`config.mk`:
```
export PLATFORM = sky130hd
export DESIGN_NAME = mux41_rr_arbiter
export DESIGN_NICKNAME = d
export VERILOG_FILES = /design/src/rtl/mux41_rr_arbiter.sv
export SDC_FILE = /design/constraint.sdc
export NUM_CORES = 1
export LEC_CHECK = 0
export CAP_MARGIN = 20
export CELL_PAD_IN_SITES_DETAIL_PLACEMENT = 2
export CELL_PAD_IN_SITES_GLOBAL_PLACEMENT = 2
export CORE_ASPECT_RATIO = 1.1
export CORE_UTILIZATION = 34
export DETAILED_ROUTE_END_ITERATION = 12
export PLACE_DENSITY_LB_ADDON = 0.1
export SLEW_MARGIN = 30
export SYNTH_ARGS = -nofsm -noshare
export SYNTH_HDL_FRONTEND = slang
export SYNTH_SLANG_ARGS = --single-unit
```
`constraint.sdc`:
```
create_clock -name clk_i -period 5.1 [get_ports clk_i]
set_input_delay 1.02 -clock clk_i [delete_from_list [all_inputs] [get_ports clk_i]]
set_output_delay 1.02 -clock clk_i [all_outputs]
set_load 0.01 [all_outputs]
```
`src/rtl/mux41_rr_arbiter.sv`:
```
// Round-robin arbiter sharing one 4:1 mux among four requesters, with bounded
// hold time and a one-cycle break-before-make gap between owners.
module mux41_rr_arbiter #(
    parameter int MAX_HOLD = 8,
    parameter int CNT_W    = 4
) (
    input  logic       clk_i,
    input  logic       rst_i,
    input  logic [3:0] req_i,
    output logic [3:0] gnt_o,
    output logic       sel_a_o,
    output logic       sel_b_o,
    output logic       valid_o,
    output logic [1:0] owner_o
);

    typedef enum logic [1:0] {
        ST_IDLE  = 2'd0,
        ST_GRANT = 2'd1,
        ST_GAP   = 2'd2
    } state_t;

    localparam logic [CNT_W-1:0] HOLD_LAST = CNT_W'(MAX_HOLD - 1);

    state_t           state_q;
    logic [3:0]       gnt_q;
    logic [1:0]       owner_q;
    logic [1:0]       ptr_q;
    logic             valid_q;
    logic [CNT_W-1:0] hold_q;
    logic [CNT_W-1:0] hold_d;

    logic [1:0]       pick_s;
    logic             pick_found_s;
    logic             owner_req_s;
    logic             others_req_s;

    function automatic logic [3:0] onehot(input logic [1:0] idx);
        onehot = 4'b0001 << idx;
    endfunction

    // Scan downward so the candidate closest to ptr is written last and wins.
    function automatic logic [2:0] rr_pick(input logic [3:0] req, input logic [1:0] ptr);
        logic [1:0] idx;
        rr_pick = 3'b000;
        for (int i = 3; i >= 0; i--) begin
            idx = ptr + 2'(i);
            if (req[idx]) begin
                rr_pick = {1'b1, idx};
            end else begin
                rr_pick = rr_pick;
            end
        end
    endfunction

    // Request decode: round-robin pick, owner request and competing requests.
    always_comb begin
        {pick_found_s, pick_s} = rr_pick(req_i, ptr_q);
        owner_req_s            = req_i[owner_q];
        others_req_s           = |(req_i & ~onehot(owner_q));
        if (hold_q == HOLD_LAST) begin
            hold_d = hold_q;
        end else begin
            hold_d = hold_q + {{(CNT_W-1){1'b0}}, 1'b1};
        end
    end

    // Arbiter FSM with all outputs registered.
    always_ff @(posedge clk_i or posedge rst_i) begin
        if (rst_i) begin
            state_q <= ST_IDLE;
            gnt_q   <= 4'b0000;
            owner_q <= 2'd0;
            ptr_q   <= 2'd0;
            valid_q <= 1'b0;
            hold_q  <= '0;
        end else begin
            case (state_q)
                ST_IDLE, ST_GAP: begin
                    hold_q <= '0;
                    if (pick_found_s) begin
                        state_q <= ST_GRANT;
                        gnt_q   <= onehot(pick_s);
                        owner_q <= pick_s;
                        valid_q <= 1'b1;
                    end else begin
                        state_q <= ST_IDLE;
                        gnt_q   <= 4'b0000;
                        valid_q <= 1'b0;
                    end
                end
                ST_GRANT: begin
                    // Release on drop, or preempt once the hold budget is spent.
                    if (!owner_req_s || ((hold_q == HOLD_LAST) && others_req_s)) begin
                        state_q <= ST_GAP;
                        gnt_q   <= 4'b0000;
                        valid_q <= 1'b0;
                        ptr_q   <= owner_q + 2'd1;
                        hold_q  <= '0;
                    end else begin
                        state_q <= ST_GRANT;
                        hold_q  <= hold_d;
                    end
                end
                default: begin
                    state_q <= ST_IDLE;
                    gnt_q   <= 4'b0000;
                    valid_q <= 1'b0;
                    hold_q  <= '0;
                end
            endcase
        end
    end

    assign gnt_o   = gnt_q;
    assign sel_a_o = owner_q[1];
    assign sel_b_o = owner_q[0];
    assign valid_o = valid_q;
    assign owner_o = owner_q;

endmodule

```
# --- After elaboration in Yosys (flattened, before gate mapping) ---
# Cells that the tools add are included.
op_classes:
  n_bitwise: 2
  muxes: 26
  n_lt_le_gt_ge: 5
  eq_ne: 5
  n_reduce_logical: 8
  n_shift: 2
  addsub: 5
op_table:
  columns: ["op", "count"]
  rows:
  - ["$mux W4", 5]
  - ["$lt A2 B3 Y1 const B", 5]
  - ["$mux W3", 4]
  - ["$bmux W1 S2", 5]
  - ["$mux W1", 8]
  - ["$pmux W4 S2", 1]
  - ["$shl A1 B2 Y4 const A", 2]
  - ["$add A2 B1 Y2 const B", 2]
  - ["$add A2 B2 Y2 const B", 2]
  - ["$add A4 B1 Y4 const B", 1]
  - ["$and A4 B4 Y4", 1]
  - ["$eq A4 B3 Y1 const B", 1]
  - ["$not A4 Y4", 1]
  - ["$pmux W2 S2", 1]
  - ["$reduce_and A2 Y1", 2]
  - ["$reduce_or A4 Y1", 1]
  - ["$ne A3 B3 Y1 const B", 1]
  - ["$eq A2 B1 Y1 const B", 1]
  - ["$eq A2 B2 Y1 const B", 1]
  - ["$logic_not A2 Y1", 1]
  - ["$mux W2", 1]
  - ["$ne A2 B2 Y1 const B", 1]
  - ["$pmux W1 S2", 1]
  - ["$reduce_or A2 Y1", 1]
  - ["3 further kinds", 3]
word_totals:
  ff_bits: 15
  output_inout_bits: 9
  input_bits: 6

# --- Depth between registers and ports, before layout ---
# Gate-level depths: netlist of the first run.
depth:
  depth_word: 10
  mapped_depth: 6
  mapped_depth_nobuf: 6

# --- Worst setup path before layout of the first run ---
# No wires, ideal clock.
synth_timing:
  path_kind: "input-to-reg"
  start: "input port req_i[0]"
  end: "register ptr_q[0]"
  t_required_ps: 4975
  path_slack_ps: 2930
  cell_stages: 4
  t_arrival_ps: 2044
  n_path_buf: 0
  setup_time_ps: 125
  cell_sequence: "mux2_4 or3_1 o221a_4 mux2_4"
synth_via:
  elab_chain_len: 5
synth_lines:
  columns: ["element", "line", "text"]
  rows:
  - ["start: declaration", "9", "input logic [3:0] req_i,"]
  - ["$bmux W1 S2 or $and A4 B4 Y4 (tied branches)", "59, 60", null]
  - ["$mux W1 (not written as such) or $reduce_or A4 Y1 (tied branches)", "59, 60", null]
  - ["$logic_not A1 Y1 or $logic_and A1 B1 Y1 (tied branches)", "94", "if (!owner_req_s || ((hold_q == HOLD_LAST) && others_req_s)) begin"]
  - ["$logic_or A1 B1 Y1 *", "94", null]
  - ["$reduce_and A2 Y1 (no source line) *", null, null]
  - ["end signal: assignment", "98", "ptr_q <= owner_q + 2'd1;"]
  - ["end: declaration", "28", "logic [1:0] ptr_q;"]
# Mark *: on every way between the ends. The rest lies on a longest branch, timed or not. The select of a mux whose other input is x is not followed.
# A chain may end at the register's enable or synchronous reset.

# --- Worst setup path after layout of the first run ---
layout_timing:
  start: "input port req_i[3]"
  end: "register gnt_q[3], in the netlist gnt_o[3]"
layout_via:
  elab_chain_len: 9
layout_lines:
  columns: ["element", "line", "text"]
  rows:
  - ["$bmux W1 S2", "48", "if (req[idx]) begin"]
  - ["$mux W1 (not written as such)", "48", null]
  - ["$mux W3 (4 in a row)", "48", null]
  - ["$shl A1 B2 Y4", "39", "onehot = 4'b0001 << idx;"]
  - ["$mux W4", "81", "if (pick_found_s) begin"]
  - ["$pmux W4 S2", "78", "case (state_q)"]
  - ["end signal: assignment", "83", "gnt_q <= onehot(pick_s);"]
  - ["end: declaration", "26", "logic [3:0] gnt_q;"]
# Parallel ways exist; a longest one is shown, timed or not. The select of a mux whose other input is x is not followed.

==> results of run 1 <==
==> worst max-delay path by stage <==
stage                   from                   end  slack (ns)  depth (start not counted)
floorplan           req_i[0]  ptr_q[0]$_DFFE_PP0P_        2.93                          4
CTS                 req_i[3]  gnt_o[3]$_DFFE_PP0P_        2.64                          5
detailed placement  req_i[2]  gnt_o[3]$_DFFE_PP0P_        2.32                          5
global placement    req_i[1]  ptr_q[0]$_DFFE_PP0P_        2.37                          5
global route        req_i[3]  gnt_o[3]$_DFFE_PP0P_        2.55                          5
finish              req_i[3]  gnt_o[3]$_DFFE_PP0P_        2.64                          5
==> cell type report <==
type	count	area share
clock buffers	3	0.0216
clock inverters	1	0.00479
well taps	30	0.0359
flip-flops and latches	15	0.359
inverters	9	0.0323
repair buffers	14	0.134
multi-input cells	56	0.412
==> sequential cells by signal, indices dropped and copies added, names as in the netlist <==
| name | cells |
|---|---|
| owner_o | 2 |
| state_q | 2 |
| valid_o | 1 |
| hold_q | 4 |
| gnt_o | 4 |
| ptr_q | 2 |
==> through the flow <==
| step | total power, mW | instances | worst slack (ns) |
|---|---|---|---|
| 2_1_floorplan | 0.399 | 82 | 2.93 |
| 3_3_place_gp | 0.503 | 124 | 2.37 |
| 3_5_place_dp | 0.519 | 124 | 2.32 |
| 4_1_cts | 0.590 | 128 | 2.64 |
| 5_1_grt | 0.630 | 128 | 2.55 |
| 6_report | 0.578 | 128 | 2.64 |
==> worst reg2reg max path, stage by stage (launching register included) <==
cell and delay, ns:
dfrtp_1 0.51, inv_1 0.17, ha_1 0.20, nand2b_1 0.14, a41o_1 0.29, o221a_4 0.32
mux2_4 0.29
==> power breakdown <==
group	internal, mW	total, mW	switching, mW
logic	0.160	0.295	0.134
clock network	0.0291	0.0676	0.0385
registers	0.166	0.216	0.0498
total	0.356	0.578	0.223
==> cells in the final DEF (no fill, tap or decap), drive strengths merged <==
cell and instances:
dfrtp 15, clkdlybuf4s50 14, inv 9, nor2 7, nand2b 7, ha 5
mux2 5, a21oi 4, nand3 3, clkbuf 3, nor3 2, o22ai 2
o32ai 2, a32o 2, or3 2, mux2i 2, o21ai 2, nor3b 1
a211o 1, nand3b 1, a41o 1, nor2b 1, nor4 1, and3 1
a21o 1, nand2 1, o221a 1, xnor2 1, clkinv 1
==> kinds of logic (layout without fill, tap and decap cells) <==
kind of cell	after synthesis	after routing	synth area share
AO/OA/AOI/OAI	16	16	0.148
XOR/XNOR	1	1	0.0103
adder cells (fa/ha/maj)	5	5	0.0732
buffers and inverters	11	27	0.0571
flip-flops	15	15	0.439
multiplexers	7	7	0.102
AND/OR/NAND/NOR	27	27	0.170
==> metal layers <==
metal | up-vias | global-route usage | wire (µm)
met1 | 326 | 0.213 | 897
met3 | 6 | 0.0361 | 47
met4 | 0 | 0.0714 | 42
li1 | 321 | - | -
met2 | 11 | 0.327 | 1110
met5 | - | 0 | 0
==> results.ini, run 1 <==
[detailed_routing]
postRouteAntennaNets=0
dr_total_vias=664
dr.first_iter.drc_count=0
first_pass_iters=1
drc=0
routed_wirelength_mm=2.10
wl_per_cell_um=16.4
vias_per_cell=5.19

[sta]
drv_slew=0
fmax_mhz=406
tightest_slew_ns=0.578
skew_ns=0.00940
finalSetupViolCount=0
finalCriticalPeriod_ns=2.46
period_share=0.483
max_slew_margin=0.614
whs_ns=0.496
rsz0062_at_grt=no
finalHoldViolations=0
finalSetupTns_ns=0

[clocking]
clk_pin_slew_ns=0.09
cts_max_level=1
cts.sinks=15
postCtsSetupBuffers=0
max-clock-path-buffers=2
cts_buffers=3
cts_root_buffer=clkbuf_4
cts_resized=0
cts_tree=built
insertion_delay_ns=0.29
ctsHoldBuffers=0

[critical_path]
cp.required_ns=5.25
cp_slowest_stage_delay_ns=0.53
worstReg2RegStart=owner_o[0]$_DFFE_PP0P_
path_buf_inv=1
cp_common_cell=mux2_2
crit_type=primary input to flop
r2r_slack_ns=3.08
worstSetupStartpointType=primary input
slowest_stage=clkdlybuf4s50_1
r2r-end=ptr_q[1]$_DFFE_PP0P_
crit_chain=clkdlybuf4s50_1, mux2_2, mux2_2, nand3_1, o32ai_1
crit_path_end_kind=flop
path_max_fanout=7
cpLargestDelayFamily=multiplexers
rr_worst_depth=6
cp.arrival_ns=2.62

[die]
rows=18
dieArea_um2=2720
initial_core_util=0.368
die_w_um=49.8
fp.dieH_um=54.6
core_um2=2320
num_io_pins=15

[placed_design]
place_congestion=0.734
placed_area_um2=1020
dp_hpwl_mm=1.69
portBuffers=14

[cells_and_area]
fin_area_um2=1040
fin_util=0.450
area_growth_pct=22.3
layout-drive-gt1-share=0.102
multiInputGateArea_um2=430
seqCellArea_um2=375
antennaDiodeCount=0
nets=110
fillers=264

[grt]
track_usage=0.181
grt_overflow=0
grt_pass1_wl_mm=3.57
antenna_found_initial=0
grt_max_degree=16
grt_pass1_vias=747

[hold_path]
hold_path_depth=1
hp-class=flop to flop
hold_path_end=valid_o$_DFFE_PP0P_
min_from=valid_o$_DFFE_PP0P_

[synthesis]
synth_area_um2=855
ys_seq_area_frac=0.439
yosys-top-cells-area=dfrtp_1 (44%), ha_1 (7.3%), mux2_4 (5.3%)
syn_inst=82
ys_async_sr_fraction=1.00
ys.flop_type=dfrtp_1
post-synth-top-area-cell=dfrtp_1
syn_area_per_cell_um2=10.4
synth_common_cells=dfrtp_1 (15), inv_1 (9), nand2b_1 (7), nor2_1 (7), ha_1 (5)
synth_top_area_frac=0.439
yosysMostFrequentCell=dfrtp_1
synth_cell_types=28
synth_warnings=0
ys_seq_elements=15
synth_fp_nets=93
synth-edff-count=0

[status]
outcome=completed

[run]
max_cap_violations=0

[power]
vdd_drop_max_mv=0.252
power.density_nw_per_um2=554
power.leakage_nw=0.486

Note: power is estimated with default switching activity, not from simulation.
==> inputs of run 2 (changes only) <==
--- a/config.mk
+++ b/config.mk
@@ -9,7 +9,7 @@
 export CELL_PAD_IN_SITES_DETAIL_PLACEMENT = 2
 export CELL_PAD_IN_SITES_GLOBAL_PLACEMENT = 2
 export CORE_ASPECT_RATIO = 1.1
-export CORE_UTILIZATION = 34
+export CORE_UTILIZATION = 29
 export DETAILED_ROUTE_END_ITERATION = 12
 export PLACE_DENSITY_LB_ADDON = 0.1
 export SLEW_MARGIN = 30
==> constraint.sdc (replaced) <==
create_clock -name clk_i -period 2.23 [get_ports clk_i]
set_input_delay 0.446 -clock clk_i [delete_from_list [all_inputs] [get_ports clk_i]]
set_output_delay 0.446 -clock clk_i [all_outputs]
set_load 0.01 [all_outputs]
==> run 2 against run 1 <==
Combinational power up 130%. Utilization shrank 5.9 points. Via count stayed put.
==> results.ini, run 2 (synthesis gave the netlist of run 1 again) <==
[placed_design]
dp_hpwl_mm=1.67  ; was 1.69 mm
pre_cts_ws_ns=0.0792  ; was 2.32 ns
placed_area_um2=1060  ; was 1020 µm²
place_congestion=0.682  ; was 0.734
portBuffers=14  ; unchanged

[power]
p_sw_frac=0.378  ; was 0.385
power.density_nw_per_um2=1230  ; was 554 nW/µm²
power.leakage_nw=0.510  ; was 0.486 nW
p_int_uw=828  ; was 356 µW
p_sw_uw=503  ; was 223 µW
vdd_drop_max_mv=0.645  ; was 0.252 mV
total_power_mw=1.33  ; was 578 µW
p_seq_frac=0.365  ; was 0.373
clkPwrFrac=0.117  ; about the same
combPwrFrac=0.517  ; was 0.510

[detailed_routing]
dr.first_iter.drc_count=4  ; was 0
postRouteAntennaNets=0  ; unchanged
first_pass_iters=3  ; was 1
routed_wirelength_mm=2.06  ; was 2.10 mm
wl_per_cell_um=15.2  ; was 16.4 µm
vias_per_cell=4.88  ; was 5.19
drc=0  ; unchanged
dr_total_vias=664  ; unchanged

[sta]
fmax_mhz=510
finalHoldViolations=0  ; unchanged
drv_slew=0  ; unchanged
period_share=0.880
finalSetupTns_ns=0  ; unchanged
rsz0062_at_grt=no  ; unchanged
max_slew_margin=0.607  ; was 0.614
tightest_slew_ns=0.588  ; was 0.578 ns
finalCriticalPeriod_ns=1.96
finalSetupViolCount=0  ; unchanged
fin_ws_ns=0.268  ; was 2.64 ns
skew_ns=0.00785  ; was 0.00940 ns
whs_ns=0.504  ; was 0.496 ns

[run]
max_cap_violations=0  ; unchanged

[die]
core_um2=2780  ; was 2320 µm²
num_io_pins=15  ; unchanged
fp.dieH_um=58.9  ; was 54.6 µm
dieArea_um2=3170  ; was 2720 µm²
die_w_um=53.8  ; was 49.8 µm
initial_core_util=0.308  ; was 0.368
rows=20  ; was 18

[cells_and_area]
final_cell_mix=dfrtp_1 (15), clkdlybuf4s50_1 (14), inv_1 (9)  ; unchanged
fin_area_um2=1090  ; was 1040 µm²
final_common_cell=dfrtp_1  ; unchanged
nets=115  ; was 110
antennaDiodeCount=0  ; unchanged
layout-drive-gt1-share=0.146  ; was 0.102
area_growth_pct=27.1  ; was 22.3%

[clocking]
cts_root_buffer=clkbuf_4  ; unchanged
cts_max_level=1  ; unchanged
postCtsSetupBuffers=0  ; unchanged
cts_resized=0  ; unchanged
clk_pin_slew_ns=0.10  ; was 0.09 ns
max-clock-path-buffers=2  ; unchanged
insertion_delay_ns=0.29  ; about the same
cts.sinks=15  ; unchanged
cts_tree=built  ; unchanged
cts_buffers=3  ; unchanged
ctsHoldBuffers=0  ; unchanged

[grt]
grt_pass1_vias=697  ; was 747
grt_pass1_wl_mm=3.30  ; was 3.57 mm
antenna_found_initial=0  ; unchanged
grt_max_degree=16  ; unchanged
grt_overflow=0  ; unchanged
track_usage=0.153  ; was 0.181

[critical_path]
crit_path_end_kind=flop  ; unchanged
crit_type=flop to flop  ; was primary input to flop
cp.arrival_ns=2.13  ; was 2.62 ns
cp.required_ns=2.40  ; was 5.25 ns
worstSetupStartpointType=flop  ; was primary input
path_max_fanout=7  ; unchanged

[hold_path]
hp-class=flop to flop  ; unchanged

[status]
outcome=completed  ; unchanged

[run 2: cell types whose count changed in the layout (fill, tap and decap cells not counted), sizes merged]
cell	previous run	this run
buf	0	5
[run 2: final timing paths]
check	startpoint	end	slack, ns	cells after the start
max in group asynchronous	rst_i	state_q[1]$_DFF_PP0_	1.33	2
setup reg to reg	owner_o[1]$_DFFE_PP0P_	ptr_q[0]$_DFFE_PP0P_	0.27	6
hold / removal	valid_o$_DFFE_PP0P_	valid_o$_DFFE_PP0P_	0.50	1
hold reg to reg	valid_o$_DFFE_PP0P_	valid_o$_DFFE_PP0P_	0.50	1
min in group asynchronous	rst_i	valid_o$_DFFE_PP0P_	0.51	2
setup / recovery	owner_o[1]$_DFFE_PP0P_	ptr_q[0]$_DFFE_PP0P_	0.27	6
[run 2: routing by layer]
| metal | up-vias | GRT usage | part of all wire | wire length [µm] |
|---|---|---|---|---|
| li1 | 331 | - | - | - |
| met1 | 320 | 0.174 | 0.44 | 917 |
| met2 | 9 | 0.272 | 0.52 | 1060 |
| met3 | 4 | 0.0155 | 0.021 | 43 |
| met4 | 0 | 0.0789 | 0.018 | 38 |
| met5 | - | 0 | 0 | 0 |
[run 2: through the flow]
step	instances	utilization
after detailed placement	132	0.381
after CTS	136	0.391
after global placement	132	0.381
after floorplan	82	-
after global routing	136	0.391
final	136	0.391
[run 2: worst max-delay path: stages (launching register included)]
cell,delay [ns]
dfrtp_1,0.48
inv_1,0.15
ha_1,0.22
nand2b_1,0.14
a41o_1,0.26
o221a_4,0.33
mux2_4,0.30
[run 2: final cells by class]
| class | instances | area (µm²) |
|---|---|---|
| fillers | 295 | 1690 |
| well taps | 33 | 41.3 |
| flip-flops and latches | 15 | 375 |
| clock buffers | 3 | 22.5 |
| multi-input cells | 56 | 430 |
| clock inverters | 1 | 5.00 |
| repair buffers | 19 | 178 |
| inverters | 9 | 33.8 |
[run 2: power by group through the flow]
stage,sequential (mW),clock [mW],combinational [mW]
after floorplan,0.501,0,0.411
after global placement,0.490,0,0.695
after detailed placement,0.496,0,0.700
after CTS,0.490,0.160,0.703
after global routing,0.505,0.169,0.758
final,0.486,0.156,0.689
==> inputs of run 3 (changes only) <==
--- a/config.mk
+++ b/config.mk
@@ -10,6 +10,7 @@
 export CELL_PAD_IN_SITES_GLOBAL_PLACEMENT = 2
 export CORE_ASPECT_RATIO = 1.1
 export CORE_UTILIZATION = 29
+export CTS_CLUSTER_SIZE = 12
 export DETAILED_ROUTE_END_ITERATION = 12
 export PLACE_DENSITY_LB_ADDON = 0.1
 export SLEW_MARGIN = 30
==> results of run 3 <==
Same layout as run 2: the final DEF is identical, and so are final timing and power.
